**src/rtl/codec_cfg_sequencer.sv**
```systemverilog
// Purpose : schedules codec I2C register writes: 10-word power-up table on i_start, then runtime FIFO writes, with NACK retry.
// Latency : i_start -> o_tx_valid two edges later; success -> next init word after GAP_CYCLES+1 cycles.
// Backpres: holds o_tx_valid/o_tx_data until i_tx_ready; o_req_ready drops when the 4-deep FIFO is full.
//
// Ports:
//   i_clk, i_rst_n                 clock, async active-low reset
//   i_start                        request the init sequence
//   i_req_valid/i_req_reg/_data    runtime write request (into FIFO), o_req_ready = FIFO not full
//   o_tx_valid/o_tx_data           word offered to the I2C master, {DEV_ADDR, 0, reg, data}
//   i_tx_ready/i_tx_done/i_tx_nack master handshake, completion pulse and NACK qualifier
//   o_init_done, o_busy            init table finished, sequencer not idle
//   o_err, o_err_reg               sticky abandon flag and register of last abandoned word
module codec_cfg_sequencer #(
    parameter logic [6:0] DEV_ADDR   = 7'h1A,
    parameter int         MAX_RETRY  = 2,
    parameter int         GAP_CYCLES = 4
) (
    input  logic        i_clk,
    input  logic        i_rst_n,
    input  logic        i_start,
    input  logic        i_req_valid,
    input  logic [6:0]  i_req_reg,
    input  logic [8:0]  i_req_data,
    output logic        o_req_ready,
    output logic        o_tx_valid,
    output logic [23:0] o_tx_data,
    input  logic        i_tx_ready,
    input  logic        i_tx_done,
    input  logic        i_tx_nack,
    output logic        o_init_done,
    output logic        o_busy,
    output logic        o_err,
    output logic [6:0]  o_err_reg
);

    localparam int RW = $clog2(MAX_RETRY + 2);
    localparam int GW = $clog2(GAP_CYCLES + 2);

    typedef enum logic [1:0] {S_IDLE, S_ISSUE, S_WAIT, S_GAP} state_t;

    state_t         state, state_nxt;
    logic           start_pend;
    logic           init_mode;
    logic           rst_done;
    logic [3:0]     idx;
    logic [RW-1:0]  retry_cnt;
    logic [GW-1:0]  gap_cnt;
    logic [15:0]    fifo_mem [4];
    logic [1:0]     wr_ptr, rd_ptr;
    logic [2:0]     count;

    logic           push, pop, advance;
    logic           take_init, word_ok, word_drop, word_retry, gap_end;
    logic [15:0]    cur_word;

    function automatic logic [8:0] init_data(input logic [3:0] i);
        case (i)
            4'd0, 4'd1: return 9'h097;
            4'd2, 4'd3: return 9'h079;
            4'd4:       return 9'h015;
            4'd7:       return 9'h042;
            4'd8:       return 9'h019;
            4'd9:       return 9'h001;
            default:    return 9'h000;
        endcase
    endfunction

    // Table entry n lives at register n, so the register field is just the index.
    assign cur_word = init_mode ? {3'b000, idx, init_data(idx)} : fifo_mem[rd_ptr];
    assign gap_end  = (gap_cnt == GW'(GAP_CYCLES));
    assign advance  = word_ok | word_drop;
    assign pop      = advance & ~init_mode;
    // rst_done keeps o_req_ready low while reset is held, so every output reads 0 in reset.
    assign o_req_ready = rst_done & (count != 3'd4);
    assign push     = i_req_valid & o_req_ready;

    assign o_tx_valid = (state == S_ISSUE);
    assign o_tx_data  = o_tx_valid ? {DEV_ADDR, 1'b0, cur_word} : 24'h0;
    assign o_busy     = (state != S_IDLE);

    always_comb begin
        state_nxt  = state;
        take_init  = 1'b0;
        word_ok    = 1'b0;
        word_drop  = 1'b0;
        word_retry = 1'b0;
        case (state)
            S_IDLE: begin
                // Init always wins; runtime words only flow once init has completed.
                if (start_pend) begin
                    take_init = 1'b1;
                    state_nxt = S_ISSUE;
                end else if (o_init_done && count != 3'd0) begin
                    state_nxt = S_ISSUE;
                end
            end
            S_ISSUE: begin
                if (i_tx_ready) state_nxt = S_WAIT;
            end
            S_WAIT: begin
                if (i_tx_done) begin
                    state_nxt = S_GAP;
                    if (!i_tx_nack)                      word_ok    = 1'b1;
                    else if (retry_cnt < RW'(MAX_RETRY)) word_retry = 1'b1;
                    else                                 word_drop  = 1'b1;
                end
            end
            S_GAP: begin
                // A runtime word (retried or not) goes back through arbitration.
                if (gap_end) state_nxt = (init_mode && idx != 4'd10) ? S_ISSUE : S_IDLE;
            end
            default: state_nxt = S_IDLE;
        endcase
    end

    always_ff @(posedge i_clk or negedge i_rst_n) begin
        if (!i_rst_n) begin
            state       <= S_IDLE;
            start_pend  <= 1'b0;
            init_mode   <= 1'b0;
            rst_done    <= 1'b0;
            idx         <= 4'd0;
            retry_cnt   <= '0;
            gap_cnt     <= '0;
            o_init_done <= 1'b0;
            o_err       <= 1'b0;
            o_err_reg   <= 7'd0;
        end else begin
            state    <= state_nxt;
            rst_done <= 1'b1;

            // A start request during init is dropped; during runtime it waits.
            if (take_init)                  start_pend <= 1'b0;
            else if (i_start && !init_mode) start_pend <= 1'b1;

            if (take_init) begin
                init_mode   <= 1'b1;
                idx         <= 4'd0;
                retry_cnt   <= '0;
                o_init_done <= 1'b0;
                o_err       <= 1'b0;
                o_err_reg   <= 7'd0;
            end

            if (word_retry) retry_cnt <= retry_cnt + RW'(1);
            if (advance) begin
                retry_cnt <= '0;
                if (init_mode) idx <= idx + 4'd1;
            end
            if (word_drop) begin
                o_err     <= 1'b1;
                o_err_reg <= cur_word[15:9];
            end

            if (state == S_GAP && !gap_end) gap_cnt <= gap_cnt + GW'(1);
            else                            gap_cnt <= '0;

            if (state == S_GAP && gap_end && init_mode && idx == 4'd10) begin
                init_mode   <= 1'b0;
                o_init_done <= 1'b1;
            end
        end
    end

    always_ff @(posedge i_clk or negedge i_rst_n) begin
        if (!i_rst_n) begin
            wr_ptr <= 2'd0;
            rd_ptr <= 2'd0;
            count  <= 3'd0;
        end else begin
            if (push) wr_ptr <= wr_ptr + 2'd1;
            if (pop)  rd_ptr <= rd_ptr + 2'd1;
            case ({push, pop})
                2'b10:   count <= count + 3'd1;
                2'b01:   count <= count - 3'd1;
                default: count <= count;
            endcase
        end
    end

    // Storage needs no reset: pointers and count define what is valid.
    always_ff @(posedge i_clk) begin
        if (push) fifo_mem[wr_ptr] <= {i_req_reg, i_req_data};
    end

endmodule
```
**config.mk**
```make
export PLATFORM = sky130hd
export DESIGN_NAME = codec_cfg_sequencer
export DESIGN_NICKNAME = d
export VERILOG_FILES = /design/src/rtl/codec_cfg_sequencer.sv
export SDC_FILE = /design/constraint.sdc
export NUM_CORES = 1
export LEC_CHECK = 0
export CAP_MARGIN = 20
export CORE_ASPECT_RATIO = 1.4
export CORE_UTILIZATION = 42
export CTS_BUF_LIST = sky130_fd_sc_hd__clkbuf_16
export DETAILED_ROUTE_END_ITERATION = 8
export PLACE_DENSITY = 0.65
export SYNTH_ARGS = -nofsm -noshare
export SYNTH_HDL_FRONTEND = slang
export SYNTH_SLANG_ARGS = --single-unit
```
**constraint.sdc**
```tcl
create_clock -name i_clk -period 6.78 [get_ports i_clk]
set_clock_uncertainty 0.05 [all_clocks]
set_input_delay 1.356 -clock i_clk [delete_from_list [all_inputs] [get_ports i_clk]]
set_output_delay 1.356 -clock i_clk [all_outputs]
set_load 0.005 [all_outputs]
```
==> implementation parameters, run 1 <==
Parameter                              Value

Drt
  Total routed wire length on the met1 layer ... 3300 um
  Total DRC errors in the routed layout ... 0
  Post-detailed-route via-to-cell ratio ... 5.11
  Met3 routed WL ... 226 um
  Met2 WL ... 4150 um
  Initial DRC Count ... 87
  Total wirelength of the detailed-routed design ... 7860 um
  DR WL/cell ... 16.6 um
  Number of nets with antenna violations after routing ... 0
  Top Layer Used ... met4
  Number of search-and-repair iterations in the first detailed-routing pass ... 4
  Total number of vias ... 2422

Hold path
  Worst hold path class ... register to register

Clocking
  Hold-fix buffer count after cts ... 0
  TritonCTS clock tree ... built
  Num CTS Buffers ... 9
  Post-cts gate resize count ... 0
  Maximum buffer depth of the clock tree ... 2
  Clock transition at the registers of the reported paths ... 0.06 ns
  Root buffer cell ... sky130_fd_sc_hd__clkbuf_16
  Total clock sinks ... 94
  Level count of the clock H-tree ... 3
  Clk_lat worst skew ... 0.34 ns
  Buffers inserted by post-CTS timing repair ... 0

Logic synthesis
  Most common library cells after synthesis ... 64 x sky130_fd_sc_hd__edfxtp_1, 30 x sky130_fd_sc_hd__dfrtp_1, 20 x sky130_fd_sc_hd__nand2_1, 17 x sky130_fd_sc_hd__inv_1
  Sequential fraction of the synthesis area ... 63.5%
  Post-synth cell types ... 48
  Number of synthesized register bits ... 94
  Ys Warns ... 0
  Syn avg cell area ... 14.7 um2
  Most used DFF post-synth ... sky130_fd_sc_hd__edfxtp_1
  Mapped Area ... 4210 um2
  Most repeated cell in the gate-level netlist after synthesis ... sky130_fd_sc_hd__edfxtp_1
  Number of enable-type register cells in the synthesized netlist ... 64
  Post-synth top area share ... 45.7%
  Largest cells by area after synthesis ... sky130_fd_sc_hd__edfxtp_1 46%, sky130_fd_sc_hd__dfrtp_1 18%, sky130_fd_sc_hd__mux4_2 8.0%
  Async SR Flop Fraction ... 31.9%
  Largest area contributor in the netlist ... sky130_fd_sc_hd__edfxtp_1
  Mapped Cells ... 286

Setup path
  Startpoint types ... register
  CP bufs+invs ... 2
  Peak fanout along the critical path ... 14
  Required time of the worst setup path ... 5.37 ns
  Family with the most delay on the worst path ... multiplexers
  CP Data Arrival Time ... 2.46 ns
  Crit-path cells ... buf_16 -> mux4_2 -> mux2_2 -> and2_1 -> clkdlybuf4s50_1
  Master of the slowest instance on the critical path ... sky130_fd_sc_hd__dfrtp_1
  Start-to-end type of the worst setup path ... register to output port
  Biggest cell delay along the critical path ... 0.53 ns
  Nature of the critical path endpoint ... output port

Placed design
  I/O Buffers ... 53
  Post-detail-place hpwl ... 5400 um
  Total instance count after detailed placement ... 457
  Last weighted congestion value of the routability-driven placer ... 0.739

Timing
  Highest achievable clock rate ... 259 MHz
  Final period demand of the worst path ... 3.86 ns
  Number of endpoints failing setup at the final stage ... 0
  Max-Slew Margin vs Limit ... 43.8%
  Fin. max-slew vios ... 0
  Hold Fails Final Rpt ... 0
  Total Neg Setup Slack ... 0 ns
  RSZ-0062 raised after global routing ... false
  Slew at the pin closest to its max-slew limit ... 0.843 ns
  Period Utilization, post-route ... 57.0%

Die
  Die area ... 10400 um2
  Count of boundary I/O pins ... 59
  Effective utilization at floorplan ... 43.8%
  Core Area ... 9620 um2
  Standard-cell row count ... 42
  Horiz. Die Dim ... 86.6 um
  Chip height ... 120 um

Flow run
  Max_cap viols ... 0

Global route
  Pin count of the biggest net entering global routing ... 31
  Number of antenna violations at the first check in global routing ... 0
  Number of global-route vias before repair ... 2468
  First-pass GRT wire length ... 12700 um
  Overflow left after global routing ... 0
  Overall track demand over capacity in global routing ... 16.8%

Power
  Worst ir drop on vdd ... 0.172 mV
  Leakage power figure ... 1.89 nW
  Total power ... 1.90 mW
  Pwr Density ... 372 nW/um2

Layout
  Number of diodes added for antenna fixing ... 0
  Share of layout cells above drive strength 1 ... 11.4%
  Area growth syn-to-layout ... 21.0%
  Number of flip-flops under the largest register name ... 64
  Post-route insts no fill ... 474
  End-of-flow core utilization ... 53.0%
  # nets final ... 376

Run status
  Outcome ... completed
==> path summary, 6_finish.rpt <==
| kind | startpoint | to | slack (ns) | cells past startpoint |
|---|---|---|---|---|
| max | rd_ptr[0] | o_tx_data[2] | 2.92 | 5 |
| min | gap_cnt[0] | gap_cnt[0] | 0.41 | 1 |
| max reg2reg | state[0] | count[2] | 4.10 | 10 |
| min reg2reg | gap_cnt[0] | gap_cnt[0] | 0.41 | 1 |
| max in group asynchronous | i_rst_n | start_pend | 5.03 | 2 |
| min in group asynchronous | i_rst_n | idx[0] | 1.36 | 2 |
==> stage by stage <==
step                instance area [um2]  setup slack [ns]  hold WS [ns]
floorplan                          4220              3.80         0.378
global placement                   4800              2.81         0.404
detailed placement                 4800              2.82         0.411
CTS                                5070              2.44         0.419
global route                       5090              2.79         0.438
finish                             5090              2.92         0.409
==> cells by family (layout without fill, tap and decap cells) <==
family	Yosys count	count (layout)	share of synthesized area (%)
buffers and inverters	37	89	4.64
muxes	23	23	10.4
other	2	6	0.178
adders and majority gates	16	16	4.93
AOI/OAI and AO/OA	42	42	7.05
DFF	94	94	63.5
xor gates and xnor gates	7	7	1.46
and+or+nand+nor	65	65	7.85
==> final cells by class <==
| cell class | count | area, um2 |
|---|---|---|
| Multi-Input combinational cell | 159 | 1360 |
| Inverter | 18 | 67.6 |
| Timing Repair Buffer | 55 | 566 |
| Fill cell | 807 | 4520 |
| Tap cell | 132 | 165 |
| Sequential cell | 94 | 2670 |
| Clock buffer | 9 | 225 |
| Clock inverter | 7 | 41.3 |
==> power breakdown <==
group / internal (mW) / switching, mW / total [mW]
Clock: 0.246 / 0.208 / 0.453
Combinational: 0.339 / 0.282 / 0.622
Sequential: 0.719 / 0.101 / 0.820
Total: 1.30 / 0.591 / 1.90
==> cells in the final DEF (no fill, tap or decap), types with 4 or more instances in the layout <==
cell type	count
sky130_fd_sc_hd__a21boi_0	6
sky130_fd_sc_hd__a21oi_1	6
sky130_fd_sc_hd__and2_1	6
sky130_fd_sc_hd__and3_1	6
sky130_fd_sc_hd__clkbuf_16	9
sky130_fd_sc_hd__clkdlybuf4s50_1	53
sky130_fd_sc_hd__conb_1	6
sky130_fd_sc_hd__dfrtp_1	30
sky130_fd_sc_hd__edfxtp_1	64
sky130_fd_sc_hd__ha_1	15
sky130_fd_sc_hd__inv_1	18
sky130_fd_sc_hd__mux2i_1	4
sky130_fd_sc_hd__mux4_2	15
sky130_fd_sc_hd__nand2_1	20
sky130_fd_sc_hd__nand3_1	8
sky130_fd_sc_hd__nor2_1	5
sky130_fd_sc_hd__nor2b_1	8
sky130_fd_sc_hd__o21ai_0	10
sky130_fd_sc_hd__xnor2_1	4
==> per-layer routing <==
layer	up-vias	track usage, %
li1	1141	-
met3	10	2.80
met4	0	8.44
met2	46	28.5
met1	1225	20.6
met5	-	0
(Power assumes the default switching activity.)
==> inputs of run 2 (changes only) <==
--- a/config.mk
+++ b/config.mk
@@ -10,7 +10,7 @@
 export CORE_UTILIZATION = 42
 export CTS_BUF_LIST = sky130_fd_sc_hd__clkbuf_16
 export DETAILED_ROUTE_END_ITERATION = 8
-export PLACE_DENSITY = 0.65
+export PLACE_DENSITY = 0.67
 export SYNTH_ARGS = -nofsm -noshare
 export SYNTH_HDL_FRONTEND = slang
 export SYNTH_SLANG_ARGS = --single-unit
==> constraint.sdc (replaced) <==
create_clock -name i_clk -period 3.5 [get_ports i_clk]
set_clock_uncertainty 0.05 [all_clocks]
set_input_delay 0.7 -clock i_clk [delete_from_list [all_inputs] [get_ports i_clk]]
set_output_delay 0.7 -clock i_clk [all_outputs]
set_load 0.005 [all_outputs]
==> run 2 against run 1 <==
  * First-iteration DRC count increased by 1.1%
  * Design area increased by 0.81%
  * Sequential power is 88% higher
  * Clock-buffer cell count did not move
  * Worst setup slack got worse by 2.5 ns
  * Utilization grew 0.43 points
  * Total power grew 95%
  * Wire length decreased by 1.1%
  * Largest cell class unchanged
==> implementation parameters, run 2 (synthesized netlist as in run 1, its figures left out) <==
Parameter                              Value

Clocking
  Root buffer cell ... sky130_fd_sc_hd__clkbuf_16
  Hold-fix buffer count after cts ... 0 (unchanged)
  Clock transition at the registers of the reported paths ... 0.06 ns (about the same)
  Num CTS Buffers ... 9 (unchanged)
  TritonCTS clock tree ... built
  Clk_lat worst skew ... 0.34 ns (about the same)
  Level count of the clock H-tree ... 3 (unchanged)
  Post-cts gate resize count ... 0 (unchanged)
  Maximum buffer depth of the clock tree ... 2 (unchanged)
  Total clock sinks ... 94 (unchanged)
  Buffers inserted by post-CTS timing repair ... 0 (unchanged)

Layout
  # nets final ... 383 (+1.9%)
  Area growth syn-to-layout ... 22.0%
  Fillers ... 806 (-0.12%)
  Sequential standard cell area ... 2670 um2 (unchanged)
  Area used by multi-input combinational logic ... 1360 um2 (unchanged)
  Number of diodes added for antenna fixing ... 0 (unchanged)
  Number of flip-flops under the largest register name ... 64 (unchanged)
  Most common cell after layout, fill and taps aside ... sky130_fd_sc_hd__edfxtp_1
  Share of layout cells above drive strength 1 ... 13.5% (+2.1 points)
  Commonest non-fill, non-tap cells in the layout ... 64 x sky130_fd_sc_hd__edfxtp_1, 53 x sky130_fd_sc_hd__clkdlybuf4s50_1, 30 x sky130_fd_sc_hd__dfrtp_1, 20 x sky130_fd_sc_hd__nand2_1, 17 x sky130_fd_sc_hd__inv_1

Setup path
  End point of the critical path ... o_tx_data[2]
  Peak fanout along the critical path ... 18 (+4)
  Start-to-end type of the worst setup path ... register to output port
  Nature of the critical path endpoint ... output port
  Required time of the worst setup path ... 2.75 ns (-2.62 ns)
  Capture instance of the worst register-to-register path ... count[2]
  Worst-case reg-to-reg path depth ... 10 (unchanged)
  Startpoint types ... register
  Startpoint of the lowest-slack register-to-register path ... state[0]
  R2R Setup Slk ... 0.91 ns (-3.19 ns)
  CP Data Arrival Time ... 2.38 ns (-0.08 ns)
  Crit path from ... rd_ptr[0]

Hold path
  Worst hold path class ... register to register

Drt
  Total number of vias ... 2452 (+1.2%)
  Post-detailed-route via-to-cell ratio ... 5.10 (-0.23%)
  Total DRC errors in the routed layout ... 0 (unchanged)
  Initial DRC Count ... 88 (+1.1%)
  DR WL/cell ... 16.2 um (-2.6%)
  Number of nets with antenna violations after routing ... 0 (unchanged)
  Total wirelength of the detailed-routed design ... 7770 um (-1.1%)
  Number of search-and-repair iterations in the first detailed-routing pass ... 4 (unchanged)

Power
  Leakage power figure ... 1.92 nW (+1.5%)
  Pwr Density ... 718 nW/um2 (+93%)
  Worst ir drop on vdd ... 0.364 mV (+110%)

Timing
  Final period demand of the worst path ... 3.13 ns
  Highest achievable clock rate ... 319 MHz
  Fin. max-slew vios ... 0 (unchanged)
  Number of endpoints failing setup at the final stage ... 0 (unchanged)
  Max-Slew Margin vs Limit ... 59.0% (+15 points)
  Period Utilization, post-route ... 89.5%
  Hold Fails Final Rpt ... 0 (unchanged)
  Slew at the pin closest to its max-slew limit ... 0.614 ns (-0.230 ns)
  RSZ-0062 raised after global routing ... false
  Smallest setup slack after layout ... 0.368 ns (-2.55 ns)
  Total Neg Setup Slack ... 0 ns (unchanged)

Placed design
  Last weighted congestion value of the routability-driven placer ... 0.741 (+0.24%)
  Placement-stage worst setup slack ... 0.470 ns (-2.35 ns)
  Post-detail-place hpwl ... 5480 um (+1.6%)
  I/O Buffers ... 53 (unchanged)

Global route
  Overflow left after global routing ... 0 (unchanged)
  Overall track demand over capacity in global routing ... 16.7% (-0.13 points)
  First-pass GRT wire length ... 12300 um (-3.2%)
  Pin count of the biggest net entering global routing ... 31 (unchanged)
  Number of global-route vias before repair ... 2469 (+0.041%)
  Number of antenna violations at the first check in global routing ... 0 (unchanged)

Die
  Standard-cell row count ... 42 (unchanged)
  Chip height ... 120 um (unchanged)
  Effective utilization at floorplan ... 43.8% (unchanged)
  Core Area ... 9620 um2 (unchanged)
  Horiz. Die Dim ... 86.6 um (unchanged)
  Count of boundary I/O pins ... 59 (unchanged)
  Die area ... 10400 um2 (unchanged)

Flow run
  Max_cap viols ... 0 (unchanged)

Run status
  Outcome ... completed
[run 2: cell types whose count changed in the layout (fill, tap and decap cells not counted), sizes merged]
| cell | delta |
|---|---|
| inv | -1 |
| clkinv | +1 |
| buf | +7 |
[run 2: worst min-delay path by stage]
stage                     cells past startpoint       start  slack [ns]          to
after global routing                          1  gap_cnt[0]        0.43  gap_cnt[0]
after floorplan                               0     i_rst_n        0.35    count[0]
final                                         1  gap_cnt[0]        0.41  gap_cnt[0]
after CTS                                     1  gap_cnt[0]        0.42  gap_cnt[0]
after global placement                        1  gap_cnt[0]        0.39  gap_cnt[0]
after detailed placement                      1  gap_cnt[0]        0.41  gap_cnt[0]
[run 2: critical path: stages, from the launching register on]
cell	delay (ns)
sky130_fd_sc_hd__dfrtp_1	0.32
sky130_fd_sc_hd__buf_4	0.32
sky130_fd_sc_hd__mux4_2	0.54
sky130_fd_sc_hd__mux2_2	0.28
sky130_fd_sc_hd__and2_1	0.15
sky130_fd_sc_hd__clkdlybuf4s50_1	0.44
[run 2: report_power, final]
part | internal [mW] | leakage [nW] | switching, mW | total, mW
clock network | 0.482 | 0.129 | 0.407 | 0.889
registers | 1.39 | 0.970 | 0.148 | 1.54
logic | 0.660 | 0.819 | 0.599 | 1.26
total | 2.53 | 1.92 | 1.15 | 3.69
[run 2: cell type report]
| class | instances | share of cell area [%] |
|---|---|---|
| inverter | 18 | 1.32 |
| clock inverter | 7 | 0.975 |
| sequential | 94 | 52.0 |
| timing repair buffer | 62 | 11.6 |
| clock buffer | 9 | 4.39 |
| multi-input combinational | 159 | 26.4 |
| tap | 132 | 3.22 |
[run 2: stage by stage]
| step | total power, mW | hold slack (ns) | instance area [um2] | cells | util (%) |
|---|---|---|---|---|---|
| 2_1_floorplan | 2.39 | 0.354 | 4220 | 290 | - |
| 3_3_place_gp | 2.82 | 0.394 | 4860 | 465 | 50.5 |
| 3_5_place_dp | 2.84 | 0.406 | 4860 | 465 | 50.5 |
| 4_1_cts | 3.74 | 0.415 | 5130 | 481 | 53.4 |
| 5_1_grt | 3.91 | 0.432 | 5130 | 481 | 53.4 |
| 6_report | 3.69 | 0.414 | 5130 | 481 | 53.4 |
[run 2: metal layers]
layer	share of wire, %	vias up	wire [um]	track usage [%]
met1	40	1230	3130	19.1
li1	-	1154	-	-
met3	3.1	13	239	2.87
met2	54	55	4170	28.7
met4	2.9	0	223	10.2
met5	0	-	0	0
==> inputs of run 3 (changes only) <==
--- a/config.mk
+++ b/config.mk
@@ -6,11 +6,13 @@
 export NUM_CORES = 1
 export LEC_CHECK = 0
 export CAP_MARGIN = 20
+export CELL_PAD_IN_SITES_DETAIL_PLACEMENT = 1
+export CELL_PAD_IN_SITES_GLOBAL_PLACEMENT = 1
 export CORE_ASPECT_RATIO = 1.4
-export CORE_UTILIZATION = 42
+export CORE_UTILIZATION = 41
 export CTS_BUF_LIST = sky130_fd_sc_hd__clkbuf_16
 export DETAILED_ROUTE_END_ITERATION = 8
-export PLACE_DENSITY = 0.67
+export PLACE_DENSITY = 0.77
 export SYNTH_ARGS = -nofsm -noshare
 export SYNTH_HDL_FRONTEND = slang
 export SYNTH_SLANG_ARGS = --single-unit
==> run 3 against run 2 <==
  * Worst hold slack about the same
  * Non-clock buffer count decreased by 3
  * Combinational power hardly changed
  * Critical path depth is 1 lower
  * Design area increased by 0.22%
  * Register-to-register slack worse by 0.03 ns
  * Global-route usage rose by 2.0 points
  * Largest power group unchanged
==> implementation parameters, run 3 (synthesized netlist as in run 1, its figures left out) <==
Parameter                              Value

Clocking
  Post-cts gate resize count ... 0 (unchanged)
  Hold-fix buffer count after cts ... 0 (unchanged)
  Total clock sinks ... 94 (unchanged)
  Buffers inserted by post-CTS timing repair ... 0 (unchanged)
  Level count of the clock H-tree ... 3 (unchanged)
  Num CTS Buffers ... 9 (unchanged)
  TritonCTS clock tree ... built
  Clock transition at the registers of the reported paths ... 0.07 ns (about the same)
  Root buffer cell ... sky130_fd_sc_hd__clkbuf_16
  Clk_lat worst skew ... 0.34 ns (about the same)
  Maximum buffer depth of the clock tree ... 2 (unchanged)

Timing
  Post-Route Hold Slack ... 0.413 ns (-0.000463 ns)
  Period Utilization, post-route ... 90.3% (+0.84 points)
  Slew at the pin closest to its max-slew limit ... 0.868 ns (+0.254 ns)
  Fin. max-slew vios ... 0 (unchanged)
  Max-Slew Margin vs Limit ... 42.1% (-17 points)
  Smallest setup slack after layout ... 0.338 ns (-0.0293 ns)
  Highest achievable clock rate ... 316 MHz (-0.93%)
  Hold Fails Final Rpt ... 0 (unchanged)
  Final period demand of the worst path ... 3.16 ns (+0.0293 ns)
  Total Neg Setup Slack ... 0 ns (unchanged)
  Number of endpoints failing setup at the final stage ... 0 (unchanged)
  RSZ-0062 raised after global routing ... false

Setup path
  Biggest cell delay along the critical path ... 0.55 ns (about the same)
  Peak fanout along the critical path ... 11 (-7)
  CP bufs+invs ... 2 (unchanged)
  Required time of the worst setup path ... 2.75 ns (about the same)
  Nature of the critical path endpoint ... output port
  Startpoint of the lowest-slack register-to-register path ... state[0]
  Startpoint types ... register
  Crit-path cells ... buf_4 -> mux4_2 -> o221a_2 -> clkdlybuf4s50_1
  Worst-case reg-to-reg path depth ... 10 (unchanged)
  Capture instance of the worst register-to-register path ... count[2]
  Master of the slowest instance on the critical path ... sky130_fd_sc_hd__mux4_2
  Family with the most delay on the worst path ... buffers and inverters
  CP Data Arrival Time ... 2.41 ns (+0.03 ns)
  Start-to-end type of the worst setup path ... register to output port
  R2R Setup Slk ... 0.88 ns (-0.03 ns)

Global route
  Overflow left after global routing ... 0 (unchanged)
  Number of antenna violations at the first check in global routing ... 0 (unchanged)
  First-pass GRT wire length ... 14300 um (+16%)
  Number of global-route vias before repair ... 2696 (+9.2%)
  Overall track demand over capacity in global routing ... 18.6% (+2.0 points)
  Pin count of the biggest net entering global routing ... 31 (unchanged)

Drt
  Total number of vias ... 2521 (+2.8%)
  Total wirelength of the detailed-routed design ... 8910 um (+15%)
  Post-detailed-route via-to-cell ratio ... 5.25 (+3.0%)
  Total DRC errors in the routed layout ... 0 (unchanged)
  Number of nets with antenna violations after routing ... 0 (unchanged)
  Number of search-and-repair iterations in the first detailed-routing pass ... 4 (unchanged)
  Initial DRC Count ... 91 (+3.4%)
  DR WL/cell ... 18.6 um (+15%)

Die
  Effective utilization at floorplan ... 42.3% (-1.5 points)
  Core Area ... 9950 um2 (+3.5%)
  Standard-cell row count ... 43 (+2.4%)
  Chip height ... 122 um (+1.2%)
  Die area ... 10700 um2 (+2.4%)
  Horiz. Die Dim ... 87.6 um (+1.2%)
  Count of boundary I/O pins ... 59 (unchanged)

Placed design
  Placement-stage worst setup slack ... 0.507 ns (+0.0373 ns)
  Post-detail-place hpwl ... 6220 um (+13%)
  I/O Buffers ... 53 (unchanged)
  Last weighted congestion value of the routability-driven placer ... 0.739 (-0.22%)

Layout
  Number of diodes added for antenna fixing ... 0 (unchanged)
  Most common cell after layout, fill and taps aside ... sky130_fd_sc_hd__edfxtp_1
  Area growth syn-to-layout ... 22.3%
  Commonest non-fill, non-tap cells in the layout ... 64 x sky130_fd_sc_hd__edfxtp_1, 53 x sky130_fd_sc_hd__clkdlybuf4s50_1, 30 x sky130_fd_sc_hd__dfrtp_1, 20 x sky130_fd_sc_hd__nand2_1, 19 x sky130_fd_sc_hd__inv_1
  Share of layout cells above drive strength 1 ... 12.2% (-1.3 points)
  Number of flip-flops under the largest register name ... 64 (unchanged)
  # nets final ... 380 (-0.78%)

Power
  Leakage power figure ... 1.93 nW (+0.42%)
  Total power ... 3.86 mW (+4.6%)
  Pwr Density ... 750 nW/um2 (+4.4%)
  Worst ir drop on vdd ... 0.304 mV (-16%)

Run status
  Outcome ... completed

Flow run
  Max_cap viols ... 0 (unchanged)

Hold path
  Launch instance of the worst min-delay path ... gap_cnt[0]
  Worst hold path class ... register to register
  Hold Crit Depth ... 1 (unchanged)
  Worst min-delay path endpoint ... gap_cnt[0]
[run 3: cell count changes in the layout (fill, tap and decap cells not counted), sizes merged]
cell	before	now
buf	9	6
clkinv	4	1
bufinv	0	2
clkinvlp	2	1
inv	19	20
[run 3: where the power goes]
| group | switching (mW) | leakage, nW | total, mW | internal [mW] |
|---|---|---|---|---|
| Clock | 0.400 | 0.154 | 1.02 | 0.615 |
| Sequential | 0.168 | 0.970 | 1.56 | 1.39 |
| Combinational | 0.618 | 0.803 | 1.28 | 0.662 |
[run 3: area by class of cell]
cell class              count  area [um2]
clock inverters             6        80.1
clock buffers               9         225
inverters                  18        67.6
fillers                   990        4810
multi-input cells         159        1360
repair buffers             59         576
well taps                 135         169
flip-flops and latches     94        2670
[run 3: worst max path at each step]
stage / startpoint / end / slack (ns) / cells past startpoint
3_3_place_gp: i_tx_nack / count[2] / 0.56 / 9
6_report: rd_ptr[0] / o_tx_data[4] / 0.34 / 4
4_1_cts: rd_ptr[0] / o_tx_data[4] / 0.29 / 4
2_1_floorplan: i_tx_nack / count[2] / 1.18 / 8
3_5_place_dp: i_tx_done / count[2] / 0.51 / 9
5_1_grt: rd_ptr[0] / o_tx_data[4] / 0.20 / 4
[run 3: stage by stage]
| stage | cells | instance area, um2 | util (%) |
|---|---|---|---|
| 6_report | 480 | 5150 | 51.7 |
| 3_5_place_dp | 465 | 4840 | 48.6 |
| 2_1_floorplan | 290 | 4220 | - |
| 5_1_grt | 480 | 5150 | 51.7 |
| 3_3_place_gp | 465 | 4840 | 48.6 |
| 4_1_cts | 480 | 5150 | 51.7 |
[run 3: routing by layer]
layer  GRT usage, %  wire length, um  up-vias
li1               -                -     1151
met1           22.4             3660     1298
met2           31.9             4790       59
met3           4.20              293       13
met4           7.99              158        0
met5              0                0        -
